$ cat src/rtl/rotation_pkg.sv
// Shared types and helpers for the rotating-square tick controller.
package rotation_pkg;
  localparam int SPEED_W = 2;

  typedef enum logic [1:0] {ZERO, WAIT1, ONE, WAIT0} db_state_t;

  function automatic int unsigned tick_period(input int unsigned base, input logic [SPEED_W-1:0] speed);
    return base >> speed;
  endfunction
endpackage

$ cat src/rtl/btn_debounce.sv
// Two-flop synchronizer plus a stability-counting debouncer; one press pulse per accepted rising level.
module btn_debounce
  import rotation_pkg::*;
#(
  parameter int DB_CYCLES = 2_000_000
) (
  input  logic clk,
  input  logic rst_n,
  input  logic btn,
  output logic level,
  output logic press
);
  localparam int CW = $clog2(DB_CYCLES + 1);
  localparam logic [CW-1:0] CNT_LAST = CW'(DB_CYCLES - 1);

  logic [1:0]    sync;
  logic          din;
  db_state_t     state, state_nxt;
  logic [CW-1:0] cnt, cnt_nxt;

  assign din = sync[1];

  always_ff @(posedge clk or negedge rst_n) begin
    if (!rst_n) begin
      sync  <= '0;
      state <= ZERO;
      cnt   <= '0;
    end else begin
      sync  <= {sync[0], btn};
      state <= state_nxt;
      cnt   <= cnt_nxt;
    end
  end

  always_comb begin
    state_nxt = state;
    cnt_nxt   = cnt;
    press     = 1'b0;
    case (state)
      ZERO: if (din) begin
        state_nxt = WAIT1;
        cnt_nxt   = '0;
      end
      WAIT1: begin
        if (!din) state_nxt = ZERO;
        else if (cnt == CNT_LAST) begin
          state_nxt = ONE;
          press     = 1'b1;
        end else cnt_nxt = cnt + 1'b1;
      end
      ONE: if (!din) begin
        state_nxt = WAIT0;
        cnt_nxt   = '0;
      end
      WAIT0: begin
        if (din) state_nxt = ONE;
        else if (cnt == CNT_LAST) state_nxt = ZERO;
        else cnt_nxt = cnt + 1'b1;
      end
      default: state_nxt = ZERO;
    endcase
  end

  assign level = (state == ONE) || (state == WAIT0);
endmodule

$ cat src/rtl/rotation_tick_ctrl.sv
// Run/pause and single-step control producing the enable strobe for the rotating-square counter.
module rotation_tick_ctrl
  import rotation_pkg::*;
#(
  parameter int   BASE_DIV     = 1_000_000,
  parameter int   DB_CYCLES    = 2_000_000,
  parameter logic RUN_AT_RESET = 1'b0
) (
  input  logic               clk,
  input  logic               rst_n,
  input  logic               btn_run,
  input  logic               btn_step,
  input  logic [SPEED_W-1:0] speed,
  output logic               enable,
  output logic               running
);
  localparam int NUM_BTN = 2;
  localparam int PW      = $clog2(BASE_DIV);

  logic [NUM_BTN-1:0] btn_raw, lvl, prs, evt;
  logic               run_press, step_press;

  assign btn_raw = {btn_step, btn_run};

  btn_debounce #(.DB_CYCLES(DB_CYCLES)) u_db [NUM_BTN-1:0] (
    .clk   (clk),
    .rst_n (rst_n),
    .btn   (btn_raw),
    .level (lvl),
    .press (prs)
  );

  // A press only ever fires from the released side of the debouncer.
  assign evt        = prs & ~lvl;
  assign run_press  = evt[0];
  assign step_press = evt[1];

  logic [SPEED_W-1:0] speed_q;
  logic [PW-1:0]      pcnt, per_last;
  logic               spd_chg, at_last, restart, tick, step_fire;

  assign per_last  = PW'(tick_period(BASE_DIV, speed_q) - 1);
  assign spd_chg   = (speed != speed_q);
  assign at_last   = (pcnt == per_last);
  assign restart   = !running || run_press || spd_chg;
  assign tick      = running && !run_press && !spd_chg && at_last;
  // A run toggle in the same cycle wins over a step.
  assign step_fire = !running && step_press && !run_press;

  always_ff @(posedge clk or negedge rst_n) begin
    if (!rst_n) begin
      speed_q <= '0;
      pcnt    <= '0;
      enable  <= 1'b0;
      running <= RUN_AT_RESET;
    end else begin
      speed_q <= speed;
      pcnt    <= (restart || at_last) ? '0 : pcnt + 1'b1;
      // Guard keeps the strobe single-cycle even at a period of one.
      enable  <= (tick || step_fire) && !enable;
      running <= running ^ run_press;
    end
  end
endmodule

$ cat config.mk
export PLATFORM = sky130hd
export DESIGN_NAME = rotation_tick_ctrl
export DESIGN_NICKNAME = d
export VERILOG_FILES = /design/src/rtl/rotation_pkg.sv /design/src/rtl/btn_debounce.sv /design/src/rtl/rotation_tick_ctrl.sv
export SDC_FILE = /design/constraint.sdc
export NUM_CORES = 1
export LEC_CHECK = 0
export CAP_MARGIN = 20
export CORE_MARGIN = 2
export CORE_UTILIZATION = 61
export CTS_BUF_LIST = sky130_fd_sc_hd__clkbuf_2 sky130_fd_sc_hd__clkbuf_4 sky130_fd_sc_hd__clkbuf_8
export CTS_CLUSTER_SIZE = 8
export DETAILED_ROUTE_END_ITERATION = 10
export MAX_ROUTING_LAYER = met4
export PLACE_DENSITY = 0.78
export SLEW_MARGIN = 20
export SYNTH_ARGS = -nofsm -noshare
export SYNTH_HDL_FRONTEND = slang
export SYNTH_SLANG_ARGS = --single-unit
$ cat constraint.sdc
create_clock -name clk -period 5.1 [get_ports clk]
set_input_delay 1.275 -clock clk [delete_from_list [all_inputs] [get_ports clk]]
set_output_delay 1.275 -clock clk [all_outputs]
set_load 0.005 [all_outputs]
==> metrics.md, run 1 <==
| Metric | Value |
|---|---|
| Status | finished, final reports clean |
| GRT met3 Usage | 4.00% |
| Number of inserted diodes | 0 |
| Slew @ Worst Pin | 900 ps |
| Hold EP | u_db[1].sync[1] |
| Worst hold start | u_db[1].sync[0] |
| Wire per inst | between 15 and 20 um |
| Critical Path Source Type | register |
| CTS sink cnt | 74 |
| Post-Syn Nets | 452 |
| Cell depth of the worst setup path | 9 |
| Share of synthesized registers carrying an async set or reset | 100% |
| Critical-path top delay cell | nor2_1 |
| Arrival time worst endpoint | approximately 3300 ps |
| Clock Pin Slew Worst Setup and Hold Paths | 80 ps |
| NumNets Final | 454 |
| Internal reg-to-reg setup slack | 2080 ps |
| Layout Cells excl Fill | ~520 |
| Detailed Routing Iterations Pass 1 | 5 |
| Final slew viol count | 0 |
| RSZ-0062 raised after global routing | no |
| Setup Buffers After CTS | 0 |
| Resized cells post-CTS | 0 |
| Post-CTS Hold Fix Bufs | 0 |
| Num CTS Buffers | 9 |
| Via total after detailed routing | 3,265 |
| Final ANT Viol Nets | 0 |
| Total grt overflow | 0 |
| Clock skew | 11.5 ps |
| Clk buf depth | 2 |
| Reg2reg start | u_db[0].cnt[0] |
| Antenna violations before repair | 0 |
| FF-to-FF End | enable |
| Vias/cell | 6.29 |
| I/O Pins | 8 |
| Crit path required time | 5350 ps |
| HPWL Detailed | 5600 um |
| Synth-to-Final Area Change | 8.28% |
| R2R depth | 9 |
| Slew HR | about two fifths |
| Top Usage Layer GRT | met2 |
| Final Cycle Share | 59.3% |
| Slowest stage delay, CP | 600 ps |
| Worst-Skew Late Latency | 360 ps |
| DRC errors left | 0 |
| Critical path class | register to register |
| Multi-input logic area | ~0.0021 mm2 |
| Detailed Route WL | 8360 um |
| Cells along the critical path | ha_1, nand3_1, nor2_1, and3_1, nand3b_1, ha_1, nand3_1, nor2_1, a32o_1 |
| Vias in the first global route | roughly 3,200 |
| Total track usage | 25.6% |
| Inst Count DP | around 500 |
| Hold depth | 0 |
| Synth Register Bits | 74 |
| Crit Path Max Fanout | 21 |
| Cells after Synth | 435 |
| Starting Density | around 64% |
| Global Route met2 Usage | 41.4% |
| Leak | 1.82 nW |
| Pin count of the biggest net entering global routing | 75 |
| Die Span X | 86.2 um |
| CP endpoint kind | register |
| Fillers | 502 |
| Met1 GRT Util | 32.8% |
| Synth Flop Type | dfrtp_1 |
| # rows | 29 |
| Peak supply drop | ~0.00018 V |
| Cell area after synthesis | 0.00413 mm2 |
| Final GP Congestion | 0.843 |
| Power density cells | between 200 and 300 mW/mm2 |
| Die height | between 80 and 90 um |
| First DRT Iteration DRCs | 204 |
| Synth unique cells | 57 |
| First-pass GRT wire length | about 15,000 um |
| H-tree depth | 3 |
| Setup Total Neg Slack | 0 ps |
| Clock root cell | clkbuf_8 |
| Avg Cell Area, Syn | 9.48 um2 |
| # port buffers | 7 |
| Core area | 0.00646 mm2 |
| CTS tree | built |
| CP delay by family, top | simple AND/OR/NAND/NOR gates |
| Final Hold Viols | 0 |
| Max Cap Viol | 0 |
| Register area | 0.00185 mm2 |
| Die Footprint | 0.00744 mm2 |
| Final setup fails | 0 |
| Upper clock frequency limit | around 0.33 GHz |
| Worst path bufs/invs | 0 |
| Register area share after synthesis | 44.9% |
| Share of cells above drive strength 1 | under 10% |
| Hold WC Path Type | register to register |
| Post-synth EDFFs | 0 |
| Yosys warnings | 0 |
| Minimum clock period | 3020 ps |
-- cell families (layout without fill, tap and decap cells) --
| logic type | after synthesis | in the layout | share of synthesized area [%] |
|---|---|---|---|
| XOR/XNOR | 41 | 41 | 8.71 |
| buffers and inverters | 32 | 39 | 3.52 |
| AND/OR/NAND/NOR | 194 | 194 | 25.2 |
| AO/OA/AOI/OAI | 77 | 77 | 12.8 |
| adder cells (fa/ha/maj) | 11 | 11 | 3.34 |
| flip-flops | 74 | 74 | 44.9 |
| multiplexers | 6 | 6 | 1.52 |
-- synth_stat cells (2+ instances only) --
master	instances	area [um2]
o31ai_1	4	30.0
buf_6	2	22.5
nor2_1	28	105
o211ai_1	4	30.0
mux2i_1	4	40.0
or2_2	2	12.5
nand4_1	19	119
nor4b_1	3	26.3
or4_1	4	30.0
nand3b_1	3	22.5
a22o_1	2	17.5
nor3_1	24	120
nand3_1	26	130
xor2_1	20	175
mux2_2	2	22.5
xnor2_1	21	184
and4_1	4	35.0
nor4_1	6	37.5
a31o_2	2	17.5
a31oi_1	13	81.3
nor2b_1	2	12.5
buf_2	8	40.0
a41oi_1	4	35.0
a21o_1	4	30.0
inv_1	13	48.8
o22ai_1	2	12.5
a21oi_1	16	80.1
a211oi_1	2	15.0
nand2_1	42	158
o21ai_0	14	70.1
dfrtp_1	74	1850
and2_1	4	25.0
ha_1	11	138
nand2b_1	3	18.8
or3_1	3	18.8
and3_1	12	75.1
clkbuf_1	8	30.0
-- report_power, final --
group	switching, mW	internal [mW]	total (mW)
sequential	0.0192	0.600	0.619
clock	0.237	0.329	0.566
combinational	0.0416	0.0254	0.0670
-- registers in the layout, summed over array words and instances (netlist names), named ones only --
signal,cells
enable,1
pcnt,20
running,1
speed_q,2
u_db.cnt,42
u_db.state,2
u_db.sync,4
-- layout make-up --
type | instances | area share, %
multi-input combinational | 329 | 47.8
sequential | 74 | 41.5
clock buffer | 9 | 2.77
clock inverter | 7 | 2.77
tap | 77 | 2.16
timing repair buffer | 9 | 1.85
inverter | 14 | 1.18
-- cell usage in the layout (no fill, tap or decap), types with 13 or more instances in the layout --
master   count
a21oi_1     16
dfrtp_1     74
nand3_1     26
o21ai_0     14
xnor2_1     21
inv_1       13
a31oi_1     13
xor2_1      20
nand4_1     19
nand2_1     42
nor3_1      24
nor2_1      28
-- layer usage --
layer  part of all wire, %  wire (um)
met1                    46       3830
met4                   1.5        127
met3                   3.5        290
met2                    49       4120
met5                     0          0
-- worst max-delay path by stage --
stage	from	endpoint	slack [ps]
5_1_grt	u_db[0].cnt[0]	enable	1760
3_5_place_dp	u_db[0].cnt[0]	enable	2060
3_3_place_gp	speed[0]	enable	2170
4_1_cts	u_db[0].cnt[0]	enable	2050
2_1_floorplan	speed_q[0]	pcnt[19]	2910
6_report	u_db[0].cnt[0]	enable	2080
-- per-stage QoR --
stage	hold slack [ps]	util (%)	setup slack [ps]	power [mW]	area [um2]
6_report	353	69.2	2080	1.25	4470
5_1_grt	375	69.2	1760	1.29	4470
4_1_cts	354	69.0	2050	1.26	4460
3_5_place_dp	336	65.2	2060	0.698	4210
3_3_place_gp	335	65.1	2170	0.694	4200
2_1_floorplan	331	-	2910	0.669	4130
No activity file was read; power rests on OpenSTA's default activity.
==> run 2, diff against run 1 <==
==> constraint.sdc (replaced) <==
create_clock -name clk -period 2.8 [get_ports clk]
set_input_delay 0.7 -clock clk [delete_from_list [all_inputs] [get_ports clk]]
set_output_delay 0.7 -clock clk [all_outputs]
set_load 0.005 [all_outputs]
==> run 2 against run 1 <==
  * Combinational power increased by 88%
  * Largest cell class unchanged
  * Clock skew increased by 0.91 ps
  * Maximum frequency rose by 28%
  * Die area did not move
==> metrics.md, run 2 (same netlist as run 1, synthesis figures left out) <==
| Metric | Value |
|---|---|
| Most common cell after layout, fill and taps aside | dfrtp_1 |
| Sw Pwr | 509 uW (+71%) |
| Global Route met2 Usage | 37.7% (-3.7 points) |
| RSZ-0062 raised after global routing | no |
| Hold depth | 0 (unchanged) |
| Reg2reg start | speed_q[0] |
| Share of cells above drive strength 1 | 8.69% (+1.4 points) |
| Post-CTS Hold Fix Bufs | 0 (unchanged) |
| Clock Pin Slew Worst Setup and Hold Paths | 80 ps (about the same) |
| Final ANT Viol Nets | 0 (unchanged) |
| Die Span X | 86.2 um (unchanged) |
| Layout Cells excl Fill | 526 (+1.3%) |
| Upper clock frequency limit | 0.424 GHz (+28%) |
| Max Cap Viol | 0 (unchanged) |
| CTS tree | built |
| Final Cycle Share | 84.2% (+25 points) |
| Status | finished, final reports clean |
| Internal power of the cells | 1.51 mW (+58%) |
| Detailed Route WL | 8330 um (-0.41%) |
| Final setup fails | 0 (unchanged) |
| I/O Pins | 8 (unchanged) |
| Detailed Routing Iterations Pass 1 | 5 (unchanged) |
| Wire per inst | 15.8 um (-1.7%) |
| Peak supply drop | 0.000412 V (+130%) |
| DRC errors left | 0 (unchanged) |
| Hold EP | u_db[1].sync[1] |
| Top Usage Layer GRT | met2 |
| Minimum clock period | 2360 ps (-666 ps) |
| Vias in the first global route | 3,135 (-2.3%) |
| Slew HR | 39.5% (-0.45 points) |
| Switching share of power | 25.2% (+1.4 points) |
| Slew @ Worst Pin | 907 ps (+6.69 ps) |
| First-pass GRT wire length | 14,600 um (-0.47%) |
| Largest Register | u_db.cnt |
| Internal reg-to-reg setup slack | 440 ps (-1630 ps) |
| FF-to-FF End | enable |
| Final Hold Viols | 0 (unchanged) |
| Worst hold start | u_db[1].sync[0] |
| Crit path required time | 3090 ps (-2260 ps) |
| Die height | 86.2 um (unchanged) |
| Setup Buffers After CTS | 0 (unchanged) |
| Top flop regs | u_db.cnt x42, pcnt x20, u_db.sync x4 |
| Final core utilization | 68.8% (-0.35 points) |
| Number of inserted diodes | 0 (unchanged) |
| HPWL Detailed | 5740 um (+2.5%) |
| Max FFs per register | 42 (unchanged) |
| GRT met3 Usage | 4.95% (+0.95 points) |
| Final GP Congestion | 0.857 (+1.6%) |
| Sequential power share | 56.0% (+6.6 points) |
| Starting Density | 63.9% (unchanged) |
| H-tree depth | 3 (unchanged) |
| Die Footprint | 0.00744 mm2 (unchanged) |
| Most frequent cells in the layout | 74 x dfrtp_1, 42 x nand2_1, 28 x nor2_1 |
| NumNets Final | 461 (+1.5%) |
| Clock root cell | clkbuf_8 |
| Placement Cell Area | 0.00426 mm2 (+1.2%) |
| # rows | 29 (unchanged) |
| CTS sink cnt | 74 (unchanged) |
| Power density cells | 453 mW/mm2 (+62%) |
| Arrival time worst endpoint | 2640 ps (-640 ps) |
| Met1 GRT Util | 35.0% (+2.2 points) |
| Hold WC Path Type | register to register |
| Worst-Skew Late Latency | 350 ps (about the same) |
| Leak | 1.83 nW (+0.65%) |
| Resized cells post-CTS | 0 (unchanged) |
| Logic pwr share | 6.3% (+1.0 points) |
| First DRT Iteration DRCs | 213 (+4.4%) |
| Vias/cell | 6.33 (+0.54%) |
| Clock skew | 12.4 ps (+0.908 ps) |
| Via total after detailed routing | 3,327 (+1.9%) |
| CP endpoint kind | register |
| Crit Path Max Fanout | 15 (-29%) |
| Synth-to-Final Area Change | 7.73% |
| Critical path class | register to register |
| Antenna violations before repair | 0 (unchanged) |
| Clock Power Share | 37.7% (-7.5 points) |
| Place WS | 451 ps (-1610 ps) |
| R2R depth | 8 (-1) |
| Final slew viol count | 0 (unchanged) |
| Inst Count DP | 510 (+1.6%) |
| Setup Total Neg Slack | 0 ps (unchanged) |
| Pin count of the biggest net entering global routing | 75 (unchanged) |
| Critical Path Source Type | register |
| Num CTS Buffers | 9 (unchanged) |
| Core area | 0.00646 mm2 (unchanged) |
| Total track usage | 25.5% (-0.031 points) |
| Clk buf depth | 2 (unchanged) |
| Final Cell Area | 0.00444 mm2 (-0.50%) |
| # port buffers | 7 (unchanged) |
| Total grt overflow | 0 (unchanged) |
| Setup WS post-layout | 442 ps (-1630 ps) |
[run 2: cell count changes in the layout (fill, tap and decap cells not counted)]
cell / delta
clkbuf_8: +2
a21oi_2: +1
a21oi_4: -1
bufinv_16: -3
buf_4: +7
inv_6: -2
clkinv_2: +4
clkinvlp_4: -1
[run 2: power groups by stage]
stage	Sequential (mW)	Clock (mW)	Combinational, mW
3_5_place_dp	1.15	0	0.127
6_report	1.13	0.760	0.126
3_3_place_gp	1.15	0	0.124
5_1_grt	1.13	0.820	0.147
4_1_cts	1.13	0.774	0.128
2_1_floorplan	1.14	0	0.0799
[run 2: layer usage]
metal  wire [um]  vias up
met3         369       16
li1            -     1617
met4         162        0
met5           0        -
met1        3870     1608
met2        3920       86
[run 2: through the flow]
stage | total power, mW | hold WS [ps]
2_1_floorplan | 1.22 | 331
3_3_place_gp | 1.27 | 336
3_5_place_dp | 1.28 | 357
4_1_cts | 2.03 | 372
5_1_grt | 2.10 | 378
6_report | 2.01 | 370
[run 2: layout make-up]
| type | count | area [um2] |
|---|---|---|
| fill | 506 | 2010 |
| timing repair buffer | 16 | 135 |
| sequential | 74 | 1850 |
| inverter | 14 | 52.6 |
| multi-input combinational | 329 | 2130 |
| clock buffer | 11 | 151 |
| clock inverter | 5 | 28.8 |
| tap | 77 | 96.3 |
[run 2: critical path: stages (launching register included)]
cell       delay, ps
dfrtp_1          490
inv_1            130
ha_1             300
nand2b_1         160
a211o_1          300
a21o_1           210
a2111oi_4        310
buf_4            260
a32o_1           140
[run 2: how the worst max path moves through the flow]
stage          startpoint        to
6_report       speed_q[0]    enable
5_1_grt        speed_q[0]    enable
4_1_cts        speed_q[0]    enable
3_5_place_dp   speed_q[0]    enable
3_3_place_gp   speed_q[0]    enable
2_1_floorplan  speed_q[0]  pcnt[19]
==> run 3, diff against run 2 <==
==> constraint.sdc (replaced) <==
create_clock -name clk -period 2.3 [get_ports clk]
set_input_delay 0.575 -clock clk [delete_from_list [all_inputs] [get_ports clk]]
set_output_delay 0.575 -clock clk [all_outputs]
set_load 0.005 [all_outputs]
==> run 3 against run 2 <==
  * Routed wire length increased by 9.9%
  * Design area increased by 6.2%
  * Maximum frequency increased by 4.6%
  * Largest power group unchanged
==> metrics.md, run 3 (same netlist as run 1, synthesis figures left out) <==
| Metric | Value |
|---|---|
| Status | finished, final reports clean |
| CP endpoint kind | register |
| Hold Slack | 148 ps (-222 ps) |
| Clock skew | 9.79 ps (-2.65 ps) |
| Synth-to-Final Area Change | 14.4% |
| HPWL Detailed | 6140 um (+6.9%) |
| Most common cell after layout, fill and taps aside | dfrtp_1 |
| Num CTS Buffers | 9 (unchanged) |
| Top flop regs | u_db.cnt x42, pcnt x20, u_db.sync x4 |
| Largest Register | u_db.cnt |
| Place WS | 142 ps (-309 ps) |
| Number of inserted diodes | 0 (unchanged) |
| First DRT Iteration DRCs | 304 (+43%) |
| Pin count of the biggest net entering global routing | 46 (-39%) |
| Most frequent cells in the layout | 73 x dfrtp_1, 42 x nand2_1, 28 x nor2_1 |
| Die height | 86.2 um (unchanged) |
| Critical Path Source Type | register |
| Vias in the first global route | 3,406 (+8.6%) |
| CP Capture Point | pcnt[3] |
| Final ANT Viol Nets | 0 (unchanged) |
| CTS tree | built |
| Upper clock frequency limit | 0.444 GHz (+4.6%) |
| Die Span X | 86.2 um (unchanged) |
| Crit path required time | 2530 ps (-560 ps) |
| Clock root cell | clkbuf_8 |
| Clk buf depth | 2 (unchanged) |
| I/O Pins | 8 (unchanged) |
| Final core utilization | 73.1% (+4.3 points) |
| Reg2reg start | speed_q[1] |
| Internal reg-to-reg setup slack | 50 ps (-400 ps) |
| Arrival time worst endpoint | 2490 ps (-150 ps) |
| First-pass GRT wire length | 15,800 um (+7.9%) |
| Share of cells above drive strength 1 | 14.3% (+5.6 points) |
| Final setup fails | 0 (unchanged) |
| Detailed Routing Iterations Pass 1 | 5 (unchanged) |
| Final slew viol count | 0 (unchanged) |
| Total track usage | 27.4% (+1.8 points) |
| Worst-Skew Late Latency | 340 ps (about the same) |
| Final GP Congestion | 0.912 (+6.5%) |
| Starting Density | 63.9% (unchanged) |
| Peak supply drop | 0.000543 V (+32%) |
| Total power draw | 2.81 mW (+39%) |
| Minimum clock period | 2250 ps (-104 ps) |
| NumNets Final | 480 (+4.1%) |
| Max FFs per register | 42 (unchanged) |
| Top Usage Layer GRT | met2 |
| Leak | 1.96 nW (+7.3%) |
| Core area | 0.00646 mm2 (unchanged) |
| Global Route met2 Usage | 40.7% (+3.0 points) |
| Max Cap Viol | 0 (unchanged) |
| Final Hold Viols | 0 (unchanged) |
| CTS sink cnt | 74 (unchanged) |
| R2R depth | 8 (unchanged) |
| Wire per inst | 16.8 um (+6.1%) |
| Total grt overflow | 0 (unchanged) |
| CP Launch Point | speed_q[1] |
| Final Cycle Share | 98.0% (+14 points) |
| Clock Pin Slew Worst Setup and Hold Paths | 80 ps (about the same) |
| # port buffers | 7 (unchanged) |
| Setup WS post-layout | 46.0 ps (-396 ps) |
| Die Footprint | 0.00744 mm2 (unchanged) |
| Critical path class | register to register |
| GRT met3 Usage | 4.86% (-0.095 points) |
| DRC errors left | 0 (unchanged) |
| Crit Path Max Fanout | 5 (-10) |
| Slew HR | 60.2% (+21 points) |
| Slew @ Worst Pin | 591 ps (-315 ps) |
| Via total after detailed routing | 3,462 (+4.1%) |
| Vias/cell | 6.35 (+0.43%) |
| Antenna violations before repair | 0 (unchanged) |
| Detailed Route WL | 9150 um (+9.9%) |
| H-tree depth | 3 (unchanged) |
| Hold WC Path Type | primary input to asynchronous set/reset pin |
| Met1 GRT Util | 37.5% (+2.5 points) |
| FF-to-FF End | pcnt[3] |
| # rows | 29 (unchanged) |
| Power density cells | 595 mW/mm2 (+31%) |
| Setup Total Neg Slack | 0 ps (unchanged) |
-- run 3: cell type report --
cell class / count / area [um2]
Clock inverter: 4 / 98.8
Multi-Input combinational cell: 329 / 2160
Sequential cell: 74 / 1850
Clock buffer: 12 / 153
Fill cell: 461 / 1740
Inverter: 14 / 52.6
Timing Repair Buffer: 35 / 305
Tap cell: 77 / 96.3
-- run 3: through the flow --
| step | cell area [um2] | cells |
|---|---|---|
| after CTS | 4630 | 540 |
| after global placement | 4380 | 524 |
| final | 4720 | 545 |
| after detailed placement | 4380 | 524 |
| after global routing | 4720 | 545 |
| after floorplan | 4130 | 435 |
-- run 3: layer usage --
metal	up-vias	part of all wire, %
met5	-	0
met1	1677	46
met4	0	2.4
met2	107	48
li1	1651	-
met3	27	4.1
-- run 3: power by group --
group,internal [mW],switching [mW]
Sequential,1.33,0.0393
Combinational,0.0746,0.108
Clock,0.778,0.479
-- run 3: worst min-delay path by stage --
stage	startpoint	endpoint	depth (start not counted)
4_1_cts	rst_n	speed_q[1]	1
3_3_place_gp	u_db[0].sync[0]	u_db[0].sync[1]	0
2_1_floorplan	rst_n	asynchronous set/reset pin	0
5_1_grt	rst_n	speed_q[0]	1
6_report	rst_n	speed_q[1]	1
3_5_place_dp	u_db[0].sync[0]	u_db[0].sync[1]	0
-- run 3: worst max-delay path, stage by stage (launching register included) --
cell,delay [ps]
dfrtp_1,410
inv_2,120
ha_4,210
nand2b_4,140
a211o_1,260
a21o_1,190
a2111oi_4,520
buf_4,230
nor3_1,60
-- run 3: repair_timing --
item,4_1_cts,5_1_grt
endpoints found under the setup margin,0,20
buffers inserted,0,3
hold endpoints to repair,0,0
hold buffers,0,0
resized for setup,0,15
